### src/rtl/move_cmd_exec.sv
// Command executor for calibrate/move commands: turns to the requested
// heading, ramps forward speed up, counts centre-line crossings and ramps down.
module move_cmd_exec (
  input  logic        clk,
  input  logic        rst,
  input  logic [15:0] cmd,
  input  logic        cmd_rdy,
  input  logic        cal_done,
  input  logic [11:0] heading,
  input  logic        heading_rdy,
  input  logic        cntrIR,
  output logic        clr_cmd_rdy,
  output logic        send_resp,
  output logic        strt_cal,
  output logic [11:0] desired_heading,
  output logic [9:0]  frwrd,
  output logic        moving,
  output logic        fanfare
);

  typedef enum logic [2:0] {IDLE, CAL, TURN, RAMP_UP, RAMP_DN} state_t;

  localparam logic [3:0]  OP_CAL         = 4'h0;
  localparam logic [3:0]  OP_MOVE        = 4'h2;
  localparam logic [3:0]  OP_MOVE_FANF   = 4'h3;
  localparam logic [9:0]  RAMP_UP_STEP   = 10'h020;
  localparam logic [9:0]  RAMP_DN_STEP   = 10'h040;
  localparam logic [9:0]  FRWRD_MAX      = 10'h300;
  localparam logic [11:0] HEADING_TOL    = 12'd44;

  state_t      state_reg, state_next;
  logic [3:0]  op_reg, op_next;
  logic [3:0]  squares_reg, squares_next;
  logic [11:0] dh_reg, dh_next;
  logic [9:0]  frwrd_reg, frwrd_next;
  logic [4:0]  line_cnt_reg, line_cnt_next;
  logic [1:0]  cntr_sync_reg;
  logic        cntr_prev_reg;
  logic        clr_reg, clr_next;
  logic        resp_reg, resp_next;
  logic        cal_reg, cal_next;
  logic        fan_reg, fan_next;
  logic        pend_reg, pend_next;

  logic [11:0] err;
  logic [11:0] err_abs;
  logic        heading_ok;
  logic        lines_done;
  logic        cntr_rise;

  assign err        = heading - dh_reg;
  assign err_abs    = err[11] ? (12'd0 - err) : err;
  assign heading_ok = (err_abs < HEADING_TOL);
  assign lines_done = (line_cnt_reg == {squares_reg, 1'b0});
  assign cntr_rise  = cntr_sync_reg[1] & ~cntr_prev_reg;

  assign moving          = (state_reg == TURN) || (state_reg == RAMP_UP) || (state_reg == RAMP_DN);
  assign clr_cmd_rdy     = clr_reg;
  assign send_resp       = resp_reg;
  assign strt_cal        = cal_reg;
  assign fanfare         = fan_reg;
  assign desired_heading = dh_reg;
  assign frwrd           = frwrd_reg;

  always_comb begin
    state_next    = state_reg;
    op_next       = op_reg;
    squares_next  = squares_reg;
    dh_next       = dh_reg;
    frwrd_next    = frwrd_reg;
    line_cnt_next = line_cnt_reg;
    clr_next      = 1'b0;
    resp_next     = 1'b0;
    cal_next      = 1'b0;
    fan_next      = 1'b0;
    pend_next     = 1'b0;

    if (moving && cntr_rise) begin
      line_cnt_next = line_cnt_reg + 5'd1;
    end

    unique case (state_reg)
      IDLE: begin
        if (pend_reg) begin
          resp_next = 1'b1;
        end
        // cmd_rdy is still high while our accept pulse is out; don't take it twice
        if (cmd_rdy && !clr_reg) begin
          clr_next      = 1'b1;
          op_next       = cmd[15:12];
          squares_next  = cmd[3:0];
          line_cnt_next = 5'd0;
          frwrd_next    = 10'd0;
          case (cmd[15:12])
            OP_CAL: begin
              cal_next   = 1'b1;
              state_next = CAL;
            end
            OP_MOVE, OP_MOVE_FANF: begin
              dh_next    = (cmd[11:4] == 8'd0) ? 12'h000 : {cmd[11:4], 4'hF};
              state_next = TURN;
            end
            default: pend_next = 1'b1;
          endcase
        end
      end
      CAL: begin
        if (cal_done) begin
          resp_next  = 1'b1;
          state_next = IDLE;
        end
      end
      TURN: begin
        frwrd_next = 10'd0;
        if (lines_done) begin
          state_next = RAMP_DN;
        end else if (heading_rdy && heading_ok) begin
          state_next = RAMP_UP;
        end
      end
      RAMP_UP: begin
        // line match wins over a coincident speed step: speed freezes that cycle
        if (lines_done) begin
          state_next = RAMP_DN;
        end else if (heading_rdy) begin
          frwrd_next = (frwrd_reg >= FRWRD_MAX - RAMP_UP_STEP) ? FRWRD_MAX
                                                               : frwrd_reg + RAMP_UP_STEP;
        end
      end
      RAMP_DN: begin
        if (frwrd_reg == 10'd0) begin
          resp_next  = 1'b1;
          fan_next   = (op_reg == OP_MOVE_FANF);
          state_next = IDLE;
        end else if (heading_rdy) begin
          frwrd_next = (frwrd_reg > RAMP_DN_STEP) ? frwrd_reg - RAMP_DN_STEP : 10'd0;
        end
      end
      default: state_next = IDLE;
    endcase
  end

  always_ff @(posedge clk or posedge rst) begin
    if (rst) begin
      state_reg     <= IDLE;
      op_reg        <= 4'd0;
      squares_reg   <= 4'd0;
      dh_reg        <= 12'h000;
      frwrd_reg     <= 10'd0;
      line_cnt_reg  <= 5'd0;
      cntr_sync_reg <= 2'b00;
      cntr_prev_reg <= 1'b0;
      clr_reg       <= 1'b0;
      resp_reg      <= 1'b0;
      cal_reg       <= 1'b0;
      fan_reg       <= 1'b0;
      pend_reg      <= 1'b0;
    end else begin
      state_reg     <= state_next;
      op_reg        <= op_next;
      squares_reg   <= squares_next;
      dh_reg        <= dh_next;
      frwrd_reg     <= frwrd_next;
      line_cnt_reg  <= line_cnt_next;
      cntr_sync_reg <= {cntr_sync_reg[0], cntrIR};
      cntr_prev_reg <= cntr_sync_reg[1];
      clr_reg       <= clr_next;
      resp_reg      <= resp_next;
      cal_reg       <= cal_next;
      fan_reg       <= fan_next;
      pend_reg      <= pend_next;
    end
  end

endmodule
### config.mk
export PLATFORM = sky130hd
export DESIGN_NAME = move_cmd_exec
export DESIGN_NICKNAME = d
export VERILOG_FILES = /design/src/rtl/move_cmd_exec.sv
export SDC_FILE = /design/constraint.sdc
export NUM_CORES = 1
export LEC_CHECK = 0
export CORE_ASPECT_RATIO = 1.1
export CORE_MARGIN = 3
export CORE_UTILIZATION = 35
export DETAILED_ROUTE_END_ITERATION = 12
export PLACE_DENSITY = 0.72
export SYNTH_ARGS = -nofsm -noshare
export SYNTH_HDL_FRONTEND = slang
export SYNTH_SLANG_ARGS = --single-unit
### constraint.sdc
create_clock -name clk -period 3 [get_ports clk]
set_input_delay 0.6 -clock clk [delete_from_list [all_inputs] [get_ports clk]]
set_output_delay 0.6 -clock clk [all_outputs]
set_load 0.01 [all_outputs]
# After elaboration in Yosys (flattened, before gate mapping)
# Cells that the tools add are included.
[word_totals]
reg_bits = 46
latch_bits = 0
mem_bits_rw = 0
rom_bits = 0
input_bits = 34
memories = 0
[classes]
addsub = 5
multipliers = 0
n_div = 0
n_lt_le_gt_ge = 3
n_eq_ne = 18
shifts = 0
mux = 35
bitwise_logic = 2
n_reduce_logical = 17
[op_table]
columns = ["cell", "count"]
rows = [
  ["two-way mux 10 bit", 7],
  ["one-hot mux 10 bit (4 select lines)", 1],
  ["two-way mux 12 bit", 2],
  ["two-way mux 3 bit", 6],
  ["two-way mux 5 bit", 3],
  ["one-hot mux 3 bit (5 select lines)", 1],
  ["!= test 2 bit, second input constant", 7],
  ["two-way mux 1 bit", 13],
  ["== test 4 x 2 -> 1 bit, second input constant", 3],
  ["less-than comparator 12 x 6 -> 1 bit, second input constant", 1],
  ["AND reduction 6 bit", 2],
  ["subtractor 1 x 12 -> 12 bit, first input constant", 1],
  ["subtractor 12 bit", 1],
  ["adder 10 x 6 -> 10 bit, second input constant", 1],
  [">= comparator 10 bit, second input constant", 1],
  ["> comparator 10 x 7 -> 1 bit, second input constant", 1],
  ["zero test 10 bit", 1],
  ["subtractor 10 x 7 -> 10 bit, second input constant", 1],
  ["zero test 8 bit", 1],
  ["== test 3 x 2 -> 1 bit, second input constant", 2],
  ["one-hot mux 3 bit (2 select lines)", 1],
  ["adder 5 x 1 -> 5 bit, second input constant", 1],
  ["== test 5 bit", 1],
  ["zero test 4 bit", 1],
  ["other kinds (17)", 20],
]

# Logic depth before layout (Yosys ltp)
[logic_depth]
word_depth = 8
mapped_depth = 11
ltp_nobuf = 11

# Worst setup path after synthesis
# OpenSTA, ideal clock, no wires.
[synth_path]
path_kind = "input-to-reg"
from = "input port heading[0]"
to = "register state_reg[0]"
setup_time_ns = 0.095
t_arrival_ns = 2.878
slack_ns = 0.027
cell_stages = 11
path_cell_list = "inv_1 ha_1 fa_1 nor2b_1 o22ai_2 xnor2_1 or4_4 nor3_2 o211ai_1 o31a_1 o31ai_1"
[synth_via]
elab_chain_len = 7
[synth_lines]
columns = ["item", "line_no", "rtl"]
rows = [
  ["from (decl)", "9", "input logic [11:0] heading,"],
  ["subtractor 12 bit *", "51", "assign err = heading - dh_reg;"],
  ["subtractor 1 x 12 -> 12 bit", "52", "assign err_abs = err[11] ? (12'd0 - err) : err;"],
  ["two-way mux 12 bit *", "52", ""],
  ["less-than comparator 12 x 6 -> 1 bit *", "53", "assign heading_ok = (err_abs < HEADING_TOL);"],
  ["logical AND 1 bit *", "117", "end else if (heading_rdy && heading_ok) begin"],
  ["!= test 3 x 2 -> 1 bit (no source line) *", "--", ""],
  ["AND reduction 6 bit (no source line) *", "--", ""],
  ["to (signal assigned)", "159", "state_reg <= state_next;"],
  ["to (decl)", "31", "state_t state_reg, state_next;"],
]
# Mark *: on every way between the ends. The rest lies on a longest branch, timed or not.
# A chain may end at the register's enable or synchronous reset.

# Worst setup path after layout
# Ends and elaborated chain as after synthesis.

==> impl_summary.txt <==
----------------------------------------------------
[Timing]
  Final hold violations ... 0
  Worst Hold Margin ... 0.3583 ns
  Final setup violation count ... 0
  Period utilisation layout ... a little over nine tenths
  Setup slack of the critical path after layout ... between 0.15 and 0.2 ns
  Relative slew slack ... 66.58%
  Fmax achieved ... 0.3510 GHz
  Actual transition at the worst max-transition pin ... ~0.50 ns
  Worst Clk Skew ... about 0.0064 ns
  Count of final max-slew check failures ... 0
  Setup TNS ... 0 ns
  Final Critical Period ... approximately 2.8 ns
  RSZ-0062 raised after global routing ... false

[Logic synthesis]
  Most common cell in the synthesized netlist ... sky130_fd_sc_hd__dfrtp_1
  Dominant cell type by area after synthesis ... sky130_fd_sc_hd__dfrtp_1
  Seq/Total Area, Yosys ... 36.63%
  Post-synthesis cell count ... roughly 280
  Cells taking the most area after synthesis ... sky130_fd_sc_hd__dfrtp_1, sky130_fd_sc_hd__ha_1, sky130_fd_sc_hd__mux2_2
  Area share of the largest cell type after synthesis ... 36.63%
  Synth cell count leaders ... sky130_fd_sc_hd__dfrtp_1, sky130_fd_sc_hd__inv_1, sky130_fd_sc_hd__nor2_1
  Count of state elements after synthesis ... 38
  Share of synthesized flip-flops with an asynchronous set or reset ... 100.0%
  Number of enable-type register cells in the synthesized netlist ... 0
  Dominant synthesized flop cell ... sky130_fd_sc_hd__dfrtp_1
  Combined area of all synthesized cells ... 2596 µm²
  Average cell area after synthesis ... 9.407 µm²
  Cell variety after synth ... ~60
  Number of warning messages in the yosys log ... 0

[Worst setup path]
  Crit-path leading delay family ... simple AND/OR/NAND/NOR gates
  Slowest cell on the critical path ... sky130_fd_sc_hd__or4_4
  Arrival time reported for the critical path endpoint ... 3.05 ns
  Critical Path Max Stage Delay ... 0.51 ns
  Endpoint required time on the critical path ... 3.20 ns
  Ordered list of cells on the worst path ... dlygate4sd2_1 > inv_1 > ha_2 > fa_2 > nor2b_4 > o22ai_2 > xnor2_1 > or4_4 > nor3_4 > o211ai_1 > o31a_1 > o31ai_2
  Critical path capture point type ... flip-flop
  Worst path buffer plus inverter count ... 2
  Critical path startpoint category ... primary input
  Worst-path maximum fanout ... 2
  Classification of the worst setup path ... primary input to flip-flop

[Floorplan]
  Number of rows in the core area ... 32
  Starting utilization of the core area ... 36.43%
  Die outline width ... 88.12 µm
  Total die area ... approximately 8500 µm²
  DIE HEIGHT ... 96.33 µm
  Area of the core ... 7127 µm²
  I/O Pins ... 61

[Finish]
  Net count reported at finish ... between 400 and 500
  Number of flip-flops in the largest register ... 9
  Number of filler cells placed in the layout ... 693
  Proportion of layout cells with a drive suffix above 1 ... 18.75%
  Final std cells w/o fill ... 437
  Ant. Diodes ... 0
  Layout Cell Area excl Fill ... between 3000 and 4000 µm²
  Area growth from synthesis to layout ... 36.24%
  Final core area utilization ... 49.63%

[Global routing]
  Global-route usage over all layers ... 14.31%
  Vias in the first global route ... 2,201
  Pin count of the biggest net entering global routing ... 39
  Global-route wire length before repair ... 9.735 mm
  Total overflow reported by the global router ... 0
  Antenna violations before repair ... 0

[Pwr]
  Total leakage power ... 1.581 nW
  PD cells ... 806.9 nW/µm²
  Tot Pwr ... 2.854 mW
  Largest vdd supply drop ... about 420 µV

[Placed design]
  Area after DPL ... approximately 3300 µm²
  Placement-stage worst setup slack ... -0.5550 ns
  Total of buffers placed on input and output ports ... 55
  Placed wire-length estimate ... between 4 and 5 mm
  Placed Cells incl. Taps ... about 420
  Placer Congestion ... 0.8259

[Routing]
  Number of vias in the routed layout ... approximately 2.3k
  Via density per instance ... roughly 5.2
  Pre-Repair DR Iteration Count ... 4
  Routed len/inst ... 13.03 µm
  Number of design rule violations left after detail routing ... 0
  Final wirelength ... 5.695 mm
  Number of nets with antenna violations after routing ... 0
  Number of violations reported at the end of detailed-routing iteration 0 ... 121

[Clock tree]
  CTS tree ... built
  Total number of clock tree sinks ... 38
  Clock latency on the worst-skew pair ... 0.28 ns
  Buffer depth of the longest clock path ... 2
  H-tree lvl count ... 2
  Post-CTS clock slew at the launch and capture registers of the worst setup and hold paths ... 0.08 ns
  Clock Root Buffer ... sky130_fd_sc_hd__clkbuf_8
  Number of clock buffers inserted by TritonCTS ... 5

[Run]
  Max_cap viols ... 0

[Outcome]
  Outcome ... finished, final reports clean

[Worst hold path]
  Worst hold-check path type ... flip-flop to flip-flop

----------------------------------------------------
==> worst paths after layout <==
path / from / to / slack [ns] / cells past startpoint
hold reg to reg: cntr_sync_reg[0]$_DFF_PP0_ / cntr_sync_reg[1]$_DFF_PP0_ / 0.36 / 0
setup / recovery: heading[0] / state_reg[0]$_DFFE_PP0P_ / 0.15 / 12
hold / removal: cntr_sync_reg[0]$_DFF_PP0_ / cntr_sync_reg[1]$_DFF_PP0_ / 0.36 / 0
min in group asynchronous: rst / squares_reg[3]$_DFFE_PP0P_ / 0.74 / 3
max in group asynchronous: rst / frwrd[9]$_DFFE_PP0P_ / 1.92 / 3
setup reg to reg: desired_heading[3]$_DFFE_PP0P_ / state_reg[0]$_DFFE_PP0P_ / 0.17 / 12
==> worst reg2reg max path: stages (launching register included) <==
cell,delay (ns)
sky130_fd_sc_hd__dfrtp_1,0.36
sky130_fd_sc_hd__buf_4,0.16
sky130_fd_sc_hd__clkinvlp_4,0.13
sky130_fd_sc_hd__buf_4,0.16
sky130_fd_sc_hd__ha_1,0.27
sky130_fd_sc_hd__nand2b_1,0.08
sky130_fd_sc_hd__a21oi_1,0.18
sky130_fd_sc_hd__xor2_1,0.11
sky130_fd_sc_hd__or4_4,0.54
sky130_fd_sc_hd__nor3_4,0.14
sky130_fd_sc_hd__o211ai_1,0.12
sky130_fd_sc_hd__o31a_1,0.26
sky130_fd_sc_hd__o31ai_2,0.23
==> logic make-up after synthesis <==
logic type,share of synthesized area [%]
simple gates,17.59
other cells,0.1444
buf+inv,6.554
flops,36.63
mux,8.482
xor+xnor,5.735
fa+ha+maj,8.964
compound gates,15.90
==> report_power, final <==
| part | leakage [nW] | internal (mW) | total, mW | switching (mW) |
|---|---|---|---|---|
| sequential | 0.482 | 0.675 | 0.834 | 0.158 |
| combinational | 1.04 | 0.825 | 1.58 | 0.751 |
| clock | 0.0573 | 0.266 | 0.444 | 0.178 |
==> area by class of cell <==
| class | count | area [µm²] | share of cell area, % |
|---|---|---|---|
| well taps | 85 | 106.4 | 3.007 |
| flip-flops and latches | 38 | 950.9 | 26.88 |
| clock inverters | 1 | 30.03 | 0.8490 |
| inverters | 22 | 86.33 | 2.441 |
| repair buffers | 80 | 738.2 | 20.87 |
| clock buffers | 6 | 82.58 | 2.335 |
| multi-input cells | 205 | 1543 | 43.62 |
==> per-layer routing <==
metal	vias up	GRT usage [%]	share of wire, %
met5	-	0	0
met4	0	3.526	0.91
met3	8	2.654	3.5
met2	61	24.62	50
met1	1062	18.52	46
li1	1123	-	-
==> layout by cell type (no fill, tap or decap), drive strengths merged, types with 6 or more instances in the layout <==
master	n
xnor2	9
nor2	20
buf	25
xor2	8
a21oi	15
inv	21
nor3	7
mux2	16
ha	17
clkbuf	6
dfrtp	38
nand2	19
clkdlybuf4s50	52
o21ai	11
==> what timing repair did <==
item / in CTS / in global routing
hold buffers: 0 / 0
endpoints found under the hold margin: 0 / 0
setup buffers: 5 / 1
pin swaps: 11 / 5
resized for setup: 7 / 8
setup endpoints to repair: 1 / 1
Power figures use the tool's default switching activity.
